===== src/rtl/seq_game_uc_param_if.sv =====
// Handshake bundle between the sequence-game control unit and its datapath / player I/O.
interface seq_game_uc_param_if #(
  parameter int unsigned ADDR_W  = 4,
  parameter int unsigned LIVES_W = 2
);
  // Player and datapath inputs to the control unit
  logic              jogar;
  logic              jogada;
  logic              jogada_correta;
  logic              modo;
  logic              timeout_en;

  // Control unit outputs
  logic [ADDR_W-1:0]  endereco;
  logic [ADDR_W-1:0]  rodada;
  logic [LIVES_W-1:0] vidas;
  logic               limpaRC;
  logic               registraRC;
  logic               zeraLeds;
  logic               registraLeds;
  logic               ram_we;
  logic               led_selector;
  logic               led_off;
  logic               ganhou;
  logic               perdeu;
  logic               pronto;
  logic               db_timeout;
  logic [4:0]         db_estado;

  modport master (
    output jogar, jogada, jogada_correta, modo, timeout_en,
    input  endereco, rodada, vidas, limpaRC, registraRC, zeraLeds, registraLeds, ram_we,
           led_selector, led_off, ganhou, perdeu, pronto, db_timeout, db_estado
  );

  modport slave (
    input  jogar, jogada, jogada_correta, modo, timeout_en,
    output endereco, rodada, vidas, limpaRC, registraRC, zeraLeds, registraLeds, ram_we,
           led_selector, led_off, ganhou, perdeu, pronto, db_timeout, db_estado
  );
endinterface


===== src/rtl/seq_game_uc_param.sv =====
// Control unit for the sequence-memory game: FSM plus round, address, timer and lives counters.
module seq_game_uc_param #(
  parameter int unsigned ADDR_W         = 4,
  parameter int unsigned NUM_ROUNDS     = 16,
  parameter int unsigned FIRST_SHOW_CYC = 2000,
  parameter int unsigned SHOW_CYC       = 500,
  parameter int unsigned GAP_CYC        = 100,
  parameter int unsigned TIMEOUT_CYC    = 5000,
  parameter int unsigned LIVES          = 3,
  parameter int unsigned LIVES_W        = 2
) (
  input  logic                clock,
  input  logic                reset,
  seq_game_uc_param_if.slave  uc
);

  // One shared timer covers every timed state, so size it for the longest one
  localparam int unsigned MaxAB  = (FIRST_SHOW_CYC > SHOW_CYC) ? FIRST_SHOW_CYC : SHOW_CYC;
  localparam int unsigned MaxCD  = (GAP_CYC > TIMEOUT_CYC) ? GAP_CYC : TIMEOUT_CYC;
  localparam int unsigned MaxCyc = (MaxAB > MaxCD) ? MaxAB : MaxCD;
  localparam int unsigned TimerW = (MaxCyc < 2) ? 1 : $clog2(MaxCyc);

  localparam logic [TimerW-1:0]  FirstLast   = TimerW'(FIRST_SHOW_CYC - 1);
  localparam logic [TimerW-1:0]  ShowLast    = TimerW'(SHOW_CYC - 1);
  localparam logic [TimerW-1:0]  GapLast     = TimerW'(GAP_CYC - 1);
  localparam logic [TimerW-1:0]  TimeoutLast = TimerW'(TIMEOUT_CYC - 1);
  localparam logic [ADDR_W-1:0]  RoundLast   = ADDR_W'(NUM_ROUNDS - 1);
  localparam logic [LIVES_W-1:0] LivesInit   = LIVES_W'(LIVES);
  localparam logic [LIVES_W-1:0] LivesOne    = LIVES_W'(1);

  typedef enum logic [4:0] {
    StIdle       = 5'h00,
    StPrep       = 5'h01,
    StInicia     = 5'h02,
    StEspera     = 5'h03,
    StRegistra   = 5'h04,
    StCompara    = 5'h05,
    StProxJogada = 5'h06,
    StUltima     = 5'h07,
    StProxRodada = 5'h08,
    StWrite      = 5'h09,
    StFimA       = 5'h0A,
    StAtualiza   = 5'h0B,
    StShowFirst  = 5'h0C,
    StFimT       = 5'h0D,
    StFimE       = 5'h0E,
    StShowSeq    = 5'h0F,
    StShowErr    = 5'h10,
    StShowOk     = 5'h11,
    StShowGap    = 5'h12,
    StPerdeVida  = 5'h13
  } state_e;

  state_e             state_q, state_d;
  logic [TimerW-1:0]  timer_q, timer_d;
  logic [ADDR_W-1:0]  endereco_q, endereco_d;
  logic [ADDR_W-1:0]  rodada_q, rodada_d;
  logic [LIVES_W-1:0] vidas_q, vidas_d;
  logic               cause_q, cause_d;  // 1 = life lost by timeout, 0 = by wrong play
  logic               modo_q, modo_d;

  // State register
  always_ff @(posedge clock or posedge reset) begin
    if (reset) begin
      state_q <= StIdle;
    end else begin
      state_q <= state_d;
    end
  end

  // Next-state logic
  always_comb begin
    state_d = state_q;
    case (state_q)
      StIdle:       if (uc.jogar) state_d = StPrep;
      StPrep:       state_d = StShowFirst;
      StShowFirst:  if (timer_q == FirstLast) state_d = StEspera;
      StInicia:     state_d = StShowSeq;
      StShowSeq: begin
        if (timer_q == ShowLast) begin
          state_d = (endereco_q == rodada_q) ? StEspera : StShowGap;
        end
      end
      StShowGap:    if (timer_q == GapLast) state_d = StShowSeq;
      StEspera: begin
        // A press landing in the expiry cycle still counts as a play
        if (uc.jogada) begin
          state_d = StRegistra;
        end else if (uc.timeout_en && (timer_q == TimeoutLast)) begin
          state_d = StPerdeVida;
        end
      end
      StRegistra:   state_d = StAtualiza;
      StAtualiza:   state_d = StCompara;
      StCompara: begin
        if (!uc.jogada_correta) begin
          state_d = StShowErr;
        end else if (endereco_q != rodada_q) begin
          state_d = StProxJogada;
        end else begin
          state_d = StShowOk;
        end
      end
      StProxJogada: state_d = StEspera;
      StShowErr:    if (timer_q == ShowLast) state_d = StPerdeVida;
      StPerdeVida: begin
        if (vidas_q == LivesOne) begin
          state_d = cause_q ? StFimT : StFimE;
        end else begin
          state_d = StInicia;
        end
      end
      StShowOk: begin
        if (timer_q == ShowLast) begin
          if (rodada_q == RoundLast) begin
            state_d = StFimA;
          end else if (modo_q) begin
            state_d = StUltima;
          end else begin
            state_d = StProxRodada;
          end
        end
      end
      StUltima:     if (uc.jogada) state_d = StProxRodada;
      StProxRodada: state_d = modo_q ? StWrite : StInicia;
      StWrite:      state_d = StInicia;
      StFimA, StFimE, StFimT: if (uc.jogar) state_d = StPrep;
      default:      state_d = StIdle;
    endcase
  end

  // Counter and flag next-state, keyed on the current state and the transition taken
  always_comb begin
    timer_d    = (state_d != state_q) ? '0 : timer_q + TimerW'(1);
    endereco_d = endereco_q;
    rodada_d   = rodada_q;
    vidas_d    = vidas_q;
    cause_d    = cause_q;
    modo_d     = modo_q;
    case (state_q)
      StPrep: begin
        modo_d     = uc.modo;
        vidas_d    = LivesInit;
        endereco_d = '0;
        rodada_d   = '0;
      end
      StInicia:     endereco_d = '0;
      StShowSeq:    if (state_d == StEspera) endereco_d = '0;
      StShowGap:    if (state_d != StShowGap) endereco_d = endereco_q + ADDR_W'(1);
      StEspera:     if (state_d == StPerdeVida) cause_d = 1'b1;
      StCompara:    if (state_d == StShowErr) cause_d = 1'b0;
      StProxJogada: endereco_d = endereco_q + ADDR_W'(1);
      StPerdeVida:  vidas_d = vidas_q - LivesOne;
      StProxRodada: begin
        rodada_d   = rodada_q + ADDR_W'(1);
        endereco_d = endereco_q + ADDR_W'(1);
      end
      default: ;
    endcase
  end

  // Counter and flag registers
  always_ff @(posedge clock or posedge reset) begin
    if (reset) begin
      timer_q    <= '0;
      endereco_q <= '0;
      rodada_q   <= '0;
      vidas_q    <= LivesInit;
      cause_q    <= 1'b0;
      modo_q     <= 1'b0;
    end else begin
      timer_q    <= timer_d;
      endereco_q <= endereco_d;
      rodada_q   <= rodada_d;
      vidas_q    <= vidas_d;
      cause_q    <= cause_d;
      modo_q     <= modo_d;
    end
  end

  assign uc.endereco  = endereco_q;
  assign uc.rodada    = rodada_q;
  assign uc.vidas     = vidas_q;
  assign uc.db_estado = state_q;

  // Moore output decode
  always_comb begin
    uc.limpaRC      = 1'b0;
    uc.registraRC   = 1'b0;
    uc.zeraLeds     = 1'b0;
    uc.registraLeds = 1'b0;
    uc.ram_we       = 1'b0;
    uc.led_selector = 1'b0;
    uc.led_off      = 1'b0;
    uc.ganhou       = 1'b0;
    uc.perdeu       = 1'b0;
    uc.pronto       = 1'b0;
    uc.db_timeout   = 1'b0;
    case (state_q)
      StPrep: begin
        uc.limpaRC      = 1'b1;
        uc.registraLeds = 1'b1;
        uc.led_selector = 1'b1;
      end
      StShowFirst, StInicia, StShowSeq: uc.led_selector = 1'b1;
      StShowGap, StUltima:              uc.led_off      = 1'b1;
      StEspera: begin
        uc.led_off      = 1'b1;
        uc.registraLeds = 1'b1;
      end
      StRegistra: begin
        uc.registraRC   = 1'b1;
        uc.registraLeds = 1'b1;
      end
      StProxRodada: uc.registraRC = 1'b1;
      StWrite:      uc.ram_we     = 1'b1;
      StFimA: begin
        uc.pronto  = 1'b1;
        uc.ganhou  = 1'b1;
        uc.led_off = 1'b1;
      end
      StFimE: begin
        uc.pronto  = 1'b1;
        uc.perdeu  = 1'b1;
        uc.led_off = 1'b1;
      end
      StFimT: begin
        uc.pronto     = 1'b1;
        uc.perdeu     = 1'b1;
        uc.db_timeout = 1'b1;
      end
      StAtualiza, StCompara, StProxJogada, StShowErr, StShowOk, StPerdeVida: ;
      // IDLE and any unused code
      default: begin
        uc.zeraLeds     = 1'b1;
        uc.limpaRC      = 1'b1;
        uc.led_selector = 1'b1;
      end
    endcase
  end

endmodule


===== src/flat_wrapper.sv =====
// flat-port wrapper written by rule: the top's interface ports become plain ports
module seq_game_uc_param_flat 
#(
  parameter int unsigned ADDR_W         = 4,
  parameter int unsigned NUM_ROUNDS     = 16,
  parameter int unsigned FIRST_SHOW_CYC = 2000,
  parameter int unsigned SHOW_CYC       = 500,
  parameter int unsigned GAP_CYC        = 100,
  parameter int unsigned TIMEOUT_CYC    = 5000,
  parameter int unsigned LIVES          = 3,
  parameter int unsigned LIVES_W        = 2
)
  (clock, reset, uc_jogar, uc_jogada, uc_jogada_correta, uc_modo, uc_timeout_en, uc_endereco, uc_rodada, uc_vidas, uc_limpaRC, uc_registraRC, uc_zeraLeds, uc_registraLeds, uc_ram_we, uc_led_selector, uc_led_off, uc_ganhou, uc_perdeu, uc_pronto, uc_db_timeout, uc_db_estado);
  seq_game_uc_param_if #(.ADDR_W(ADDR_W), .LIVES_W(LIVES_W)) uc_i ();
  input  logic clock;
  input  logic reset;
  input wire logic [$bits(uc_i.jogar)-1:0] uc_jogar;
  input wire logic [$bits(uc_i.jogada)-1:0] uc_jogada;
  input wire logic [$bits(uc_i.jogada_correta)-1:0] uc_jogada_correta;
  input wire logic [$bits(uc_i.modo)-1:0] uc_modo;
  input wire logic [$bits(uc_i.timeout_en)-1:0] uc_timeout_en;
  output wire logic [$bits(uc_i.endereco)-1:0] uc_endereco;
  output wire logic [$bits(uc_i.rodada)-1:0] uc_rodada;
  output wire logic [$bits(uc_i.vidas)-1:0] uc_vidas;
  output wire logic [$bits(uc_i.limpaRC)-1:0] uc_limpaRC;
  output wire logic [$bits(uc_i.registraRC)-1:0] uc_registraRC;
  output wire logic [$bits(uc_i.zeraLeds)-1:0] uc_zeraLeds;
  output wire logic [$bits(uc_i.registraLeds)-1:0] uc_registraLeds;
  output wire logic [$bits(uc_i.ram_we)-1:0] uc_ram_we;
  output wire logic [$bits(uc_i.led_selector)-1:0] uc_led_selector;
  output wire logic [$bits(uc_i.led_off)-1:0] uc_led_off;
  output wire logic [$bits(uc_i.ganhou)-1:0] uc_ganhou;
  output wire logic [$bits(uc_i.perdeu)-1:0] uc_perdeu;
  output wire logic [$bits(uc_i.pronto)-1:0] uc_pronto;
  output wire logic [$bits(uc_i.db_timeout)-1:0] uc_db_timeout;
  output wire logic [$bits(uc_i.db_estado)-1:0] uc_db_estado;
  assign uc_i.jogar = uc_jogar;
  assign uc_i.jogada = uc_jogada;
  assign uc_i.jogada_correta = uc_jogada_correta;
  assign uc_i.modo = uc_modo;
  assign uc_i.timeout_en = uc_timeout_en;
  assign uc_endereco = uc_i.endereco;
  assign uc_rodada = uc_i.rodada;
  assign uc_vidas = uc_i.vidas;
  assign uc_limpaRC = uc_i.limpaRC;
  assign uc_registraRC = uc_i.registraRC;
  assign uc_zeraLeds = uc_i.zeraLeds;
  assign uc_registraLeds = uc_i.registraLeds;
  assign uc_ram_we = uc_i.ram_we;
  assign uc_led_selector = uc_i.led_selector;
  assign uc_led_off = uc_i.led_off;
  assign uc_ganhou = uc_i.ganhou;
  assign uc_perdeu = uc_i.perdeu;
  assign uc_pronto = uc_i.pronto;
  assign uc_db_timeout = uc_i.db_timeout;
  assign uc_db_estado = uc_i.db_estado;
  seq_game_uc_param #(.ADDR_W(ADDR_W), .NUM_ROUNDS(NUM_ROUNDS), .FIRST_SHOW_CYC(FIRST_SHOW_CYC), .SHOW_CYC(SHOW_CYC), .GAP_CYC(GAP_CYC), .TIMEOUT_CYC(TIMEOUT_CYC), .LIVES(LIVES), .LIVES_W(LIVES_W)) u_core (.clock(clock), .reset(reset), .uc(uc_i));
endmodule

===== config.mk =====
export PLATFORM = sky130hd
export DESIGN_NAME = seq_game_uc_param_flat
export DESIGN_NICKNAME = d
export VERILOG_FILES = /design/src/rtl/seq_game_uc_param_if.sv /design/src/rtl/seq_game_uc_param.sv /design/src/flat_wrapper.sv
export SDC_FILE = /design/constraint.sdc
export NUM_CORES = 1
export LEC_CHECK = 0
export BUFFER_PORTS_ARGS = -buffer_cell sky130_fd_sc_hd__buf_4
export CAP_MARGIN = 20
export CORE_MARGIN = 3
export CORE_UTILIZATION = 55
export DETAILED_ROUTE_END_ITERATION = 8
export PLACE_DENSITY = 0.73
export SYNTH_ARGS = -nofsm -noshare
export SYNTH_HDL_FRONTEND = slang
export SYNTH_SLANG_ARGS = --single-unit

===== constraint.sdc =====
create_clock -name clock -period 3.4 [get_ports clock]
set_input_delay 0.34 -clock clock [delete_from_list [all_inputs] [get_ports clock]]
set_output_delay 0.34 -clock clock [all_outputs]
set_load 0.02 [all_outputs]

== Word level (Yosys, flattened, before mapping) ==
Cells that the tools add are included.

* Register bits after elaboration: 30
* Logic and storage cells: 104
* Output and inout port bits: 26
* Bits of input ports: 7

* Muxes and demuxes: 38
* Equal/unequal tests: 36
* Add/sub/neg operators: 4
* Reduce and logical (&&, ||, !) cells: 19

{| class="wikitable"
|+ Operators with widths
! cell !! number
|-
| 5-bit case mux with 17 select lines || 1
|-
| 5-bit two-way mux || 14
|-
| 5-bit by 4-bit == test with 1-bit output (second input constant) || 8
|-
| 5-bit == test (second input constant) || 6
|-
| 5-bit by 3-bit == test with 1-bit output (second input constant) || 4
|-
| 19-bit OR reduction || 1
|-
| 18-bit OR reduction || 1
|-
| 4-bit two-way mux || 4
|-
| 4-bit case mux with 4 select lines || 1
|-
| 5-bit by 2-bit == test with 1-bit output (second input constant) || 3
|-
| 15-bit OR reduction || 1
|-
| 13-bit by 1-bit adder with 13-bit output (second input constant) || 1
|-
| 13-bit by 11-bit == test with 1-bit output (second input constant) || 1
|-
| 13-bit == test (second input constant) || 1
|-
| 13-bit by 7-bit == test with 1-bit output (second input constant) || 1
|-
| 13-bit by 9-bit == test with 1-bit output (second input constant) || 1
|-
| 1-bit two-way mux || 13
|-
| 13-bit two-way mux || 1
|-
| 4-bit by 1-bit adder with 4-bit output (second input constant) || 2
|-
| 2-bit by 1-bit inequality test with 1-bit output (second input constant) || 4
|-
| 4-bit case mux with 2 select lines || 1
|-
| 2-bit OR reduction || 4
|-
| 3-bit AND reduction || 2
|-
| 2-bit nonzero test || 3
|-
| 17 further kinds || 18
|}

== Logic depth before layout (Yosys ltp) ==
* Word-level depth: 8
* Mapped depth: 11
* Depth with buffers taken out: 9

== Worst setup path before layout ==
Ideal clock, no wire load.

* Path type: reg-to-reg
* Start point: reg u_core.endereco_q[1] (netlist: u_core.uc.endereco[1])
* End point: reg u_core.endereco_q[1] (netlist: u_core.uc.endereco[1])
* Path slack: 0.784 ns
* Setup time: 0.079 ns
* Stages on the path, launching flop included: 8
* Buffers on the path: 0
* Period minus slack after synthesis: 2.616 ns
* Data arrival time: 2.537 ns
* Data required time: 3.321 ns
* Cell sequence: dfrtp_1 > xor2_1 > or4_4 > and3_1 > or4_4 > a21o_1 > o31ai_4 > mux2i_1

* Cells in the longest elaborated chain, start to end: 7
* Elaborated cells between the ends (all ways): 15
* Classes of those cells: add/sub: 1; eq/ne: 6; mux: 7; reduce/logical: 1

{| class="wikitable"
|+ RTL lines
! element !! line !! source
|-
| start: declaration || seq_game_uc_param.sv:56 || <nowiki>logic [ADDR_W-1:0] endereco_q, endereco_d;</nowiki>
|-
| start signal: assignment || seq_game_uc_param.sv:173 || <nowiki>endereco_q <= endereco_d;</nowiki>
|-
| 4-bit inequality test / 4-bit == test (equally long branches) || seq_game_uc_param.sv:98, seq_game_uc_param.sv:81 ||
|-
| 5-bit two-way mux (on tied branches) || seq_game_uc_param.sv:98, seq_game_uc_param.sv:81 ||
|-
| 5-bit two-way mux (on tied branches) || seq_game_uc_param.sv:96, seq_game_uc_param.sv:80 ||
|-
| 5-bit case mux with 17 select lines * || seq_game_uc_param.sv:74 || <nowiki>case (state_q)</nowiki>
|-
| net u_core.state_d[4] || seq_game_uc_param.sv:54 || <nowiki>state_e state_q, state_d;</nowiki>
|-
| 5-bit inequality test / 5-bit by 2-bit == test with 1-bit output (equally long branches) || seq_game_uc_param.sv:149, seq_game_uc_param.sv:148 ||
|-
| 2-bit by 1-bit inequality test with 1-bit output (no line) || -- ||
|-
| 3-bit AND reduction (no line) * || -- ||
|}

Mark *: on every way through the listed nets, which the timed path passes. The rest lies on a longest branch. The select of a mux whose other input is x is not followed.
A chain may end at the register's enable or synchronous reset.

== Worst setup path in the final report ==
* Start point: reg u_core.state_q[4] (netlist: u_core.uc.db_estado[4])
* End point: reg u_core.endereco_q[1] (netlist: u_core.uc.endereco[1])

* Cells in the longest elaborated chain, start to end: 6
* Elaborated cells between the ends (all ways): 40
* Classes of those cells: eq/ne: 23; mux: 11; reduce/logical: 6

{| class="wikitable"
|+ RTL lines
! element !! line !! source
|-
| start: declaration || seq_game_uc_param.sv:54 ||
|-
| start signal: assignment || seq_game_uc_param.sv:65 || <nowiki>state_q <= StIdle;</nowiki>
|-
| start signal: assignment || seq_game_uc_param.sv:67 || <nowiki>state_q <= state_d;</nowiki>
|-
| 5-bit by 4-bit == test with 1-bit output (tied with other cells) || seq_game_uc_param.sv:74 ||
|-
| 4-bit OR reduction (no line) / 5-bit two-way mux (equally long branches) || -- ||
|-
| 5-bit case mux with 17 select lines || seq_game_uc_param.sv:74 ||
|-
| 5-bit inequality test / 5-bit by 2-bit == test with 1-bit output (equally long branches) || seq_game_uc_param.sv:149, seq_game_uc_param.sv:148 ||
|-
| 2-bit by 1-bit inequality test with 1-bit output (no line) || -- ||
|-
| 3-bit AND reduction (no line) || -- ||
|}

Several ways; a longest one is shown, not always the timed one.

==> results.sh <==
export IMPL_cts_htree_levels=2
export IMPL_placed_cell_area_mm2=0.00279
export IMPL_std_cell_rows=23
export IMPL_drt_wl_total_um=6610
export IMPL_worst_pin_slew_ns=0.825
export IMPL_start_kind="flop"
export IMPL_synthArstFlopShare=1.00
export IMPL_seq_area_um2=753
export IMPL_start_util=0.593
export IMPL_hpwl_um=4820
export IMPL_num_vias=2486
export IMPL_ant_nets=0
export IMPL_grt_max_degree=27
export IMPL_clk_path_buf_depth=2
export IMPL_antennaDiodeCount=0
export IMPL_antenna_found_initial=0
export IMPL_syn_area_mm2=0.00248
export IMPL_fp_dieArea_mm2=0.00534
export IMPL_avgSynthCellArea_um2=8.20
export IMPL_ys_seq_area_frac=0.304
export IMPL_core_area_mm2=0.00417
export IMPL_nFillCells=363
export IMPL_netlist_instances=302
export IMPL_critPathMaxFanout=23
export IMPL_ctsHoldBuffers=0
export IMPL_io_pin_count=33
export IMPL_dieHeight_um=73.1
export IMPL_die_w_um=73.1
export IMPL_cts_buffers_inserted=5
export IMPL_io_buffer_count=32
export IMPL_r2r_cells=7
export IMPL_synth_ff_type="dfrtp_1"
export IMPL_finalNetCount=346
export IMPL_areaGrowthSynthToFinish_pct=15.7
export IMPL_synth_top_area_cell="dfrtp_1"
export IMPL_synth_common_cells="nor2_1, dfrtp_1, nand2_1"
export IMPL_design_area_mm2=0.00287
export IMPL_irDropWorstVdd_v=0.000479
export IMPL_final_hold_viol_count=0
export IMPL_grt_pass1_wl_um=10800
export IMPL_cp_arrival_ns=3.17
export IMPL_r2r_setup_slack_ns=0.43
export IMPL_dp_worst_setup_slack_ns=0.551
export IMPL_cts_num_sinks=30
export IMPL_grt_setup_unrepaired="no"
export IMPL_worst_slack_ns=0.433
export IMPL_cellLeakagePower_nw=1.29
export IMPL_gp_congestion=0.916
export IMPL_postCtsSetupRepairBufs=0
export IMPL_fin_setup_tns_ns=0
export IMPL_wl_per_cell_um=17.1
export IMPL_timing_rr_end="u_core.uc.endereco[1]"
export IMPL_vias_per_cell=6.44
export IMPL_drc_errors=0
export IMPL_maxCapViolCount=0
export IMPL_clock_latency_ns=0.28
export IMPL_setup_violations=0
export IMPL_synth_most_common_cell="nor2_1"
export IMPL_status="finished, final reports clean"
export IMPL_max_freq_ghz=0.337
export IMPL_relSlewSlack=0.450
export IMPL_fin_worst_skew_ns=0.00754
export IMPL_yosys_area_top_type_share=0.283
export IMPL_cts_tree="built"
export IMPL_yosysUniqueCellTypes=66
export IMPL_synth_edf_count=0
export IMPL_finalCritPeriodShare=0.873
export IMPL_critPathKind="flop to flop"
export IMPL_endpoint_kind="flop"
export IMPL_cts_root_buf="clkbuf_8"
export IMPL_overflow=0
export IMPL_drive_gt1_frac=0.202
export IMPL_drt_iter0_drc=260
export IMPL_grt_use_total=0.261
export IMPL_syn_nets=313
export IMPL_ys_top_cells_by_area="dfrtp_1, nor2_1, xor2_1"
export IMPL_slew_violations=0
export IMPL_ys_seq_elements=30
export IMPL_dr_pass1_iters=6
export IMPL_cp_required_ns=3.61
export IMPL_multi_input_area_mm2=0.00157
export IMPL_hold_path_class="input port to asynchronous set/reset pin"
export IMPL_cellPowerDensity_mw_per_mm2=925
export IMPL_yosysWarningCount=0
export IMPL_cts_clk_slew_worst_paths_ns=0.06
export IMPL_r2r_start="u_core.uc.db_estado[4]"
export IMPL_cts_resized=0
export IMPL_fin_crit_ns=2.97
export IMPL_grt_pass1_vias=2238
## cell families (layout without fill, tap and decap cells)
group	Yosys count	after routing	share of synthesized area
compound gates	69	69	0.199
xor+xnor	17	17	0.0632
fa+ha+maj	4	4	0.0202
buf+inv	31	65	0.0616
flops	30	30	0.304
mux	6	6	0.0248
simple gates	145	145	0.327
## per-stage QoR
| stage | std cells | total power, mW | hold slack [ns] | util |
|---|---|---|---|---|
| 6_report | 386 | 2.65 | 0.0584 | 0.687 |
| 5_1_grt | 386 | 2.84 | 0.0718 | 0.687 |
| 4_1_cts | 386 | 2.64 | 0.0648 | 0.687 |
| 3_5_place_dp | 378 | 2.35 | 0.368 | 0.667 |
| 3_3_place_gp | 377 | 2.33 | 0.463 | 0.661 |
| 2_1_floorplan | 302 | 1.83 | 0.429 | - |
## power breakdown
part / internal (mW) / switching [mW]
Sequential: 0.443 / 0.221
Clock: 0.145 / 0.131
Combinational: 0.719 / 0.991
Total: 1.31 / 1.34
## how the worst max path moves through the flow
stage / start / end / slack (ns) / cells past startpoint
2_1_floorplan: u_core.uc.endereco[1] / u_core.uc.endereco[1] / 0.78 / 7
3_3_place_gp: u_core.uc.db_estado[3] / u_core.uc.endereco[1] / 0.53 / 7
3_5_place_dp: u_core.uc.db_estado[3] / u_core.uc.endereco[1] / 0.55 / 7
4_1_cts: u_core.uc.db_estado[4] / u_core.uc.endereco[1] / 0.50 / 7
5_1_grt: u_core.uc.db_estado[4] / u_core.uc.endereco[1] / 0.25 / 7
6_report: u_core.uc.db_estado[4] / u_core.uc.endereco[1] / 0.43 / 7
## sequential cells by signal (all words and copies together) (netlist names)
register / cells
u_core.timer_q: 13
u_core.uc.db_estado: 5
u_core.uc.endereco: 4
u_core.uc.rodada: 4
u_core.uc.vidas: 2
u_core.cause_q: 1
u_core.modo_q: 1
## critical path, stage by stage (launching register included)
cell	delay [ns]
dfrtp_1	0.76
nor3b_1	0.75
nand2_1	0.24
o22a_1	0.30
o31ai_1	0.11
o211ai_2	0.15
o31ai_4	0.37
mux2i_1	0.21
## cell type report
| class | count | share of cell area |
|---|---|---|
| Sequential cell | 30 | 0.263 |
| Clock buffer | 8 | 0.0279 |
| Tap cell | 50 | 0.0218 |
| Multi-Input combinational cell | 241 | 0.548 |
| Inverter | 13 | 0.0170 |
| Timing Repair Buffer | 44 | 0.122 |
## placed cells by master (no fill, tap or decap), drive strengths merged, types with 6 or more instances in the layout
master / synthesis / routed
a21oi: 14 / 14
and3: 6 / 6
and4: 7 / 7
buf: 12 / 44
clkbuf: 6 / 8
dfrtp: 28 / 28
inv: 13 / 13
nand2: 24 / 24
nand2b: 7 / 7
nand3: 14 / 14
nand4: 7 / 7
nor2: 36 / 36
nor2b: 6 / 6
nor3: 6 / 6
o21ai: 16 / 16
xnor2: 6 / 6
xor2: 11 / 11
## routing by layer
| layer | vias up | track usage | wire length (um) |
|---|---|---|---|
| met2 | 120 | 0.412 | 3060 |
| met3 | 31 | 0.0386 | 454 |
| li1 | 1174 | - | - |
| met1 | 1161 | 0.353 | 2870 |
| met5 | - | 0 | 0 |
| met4 | 0 | 0.117 | 221 |
Power figures use the tool's default switching activity.
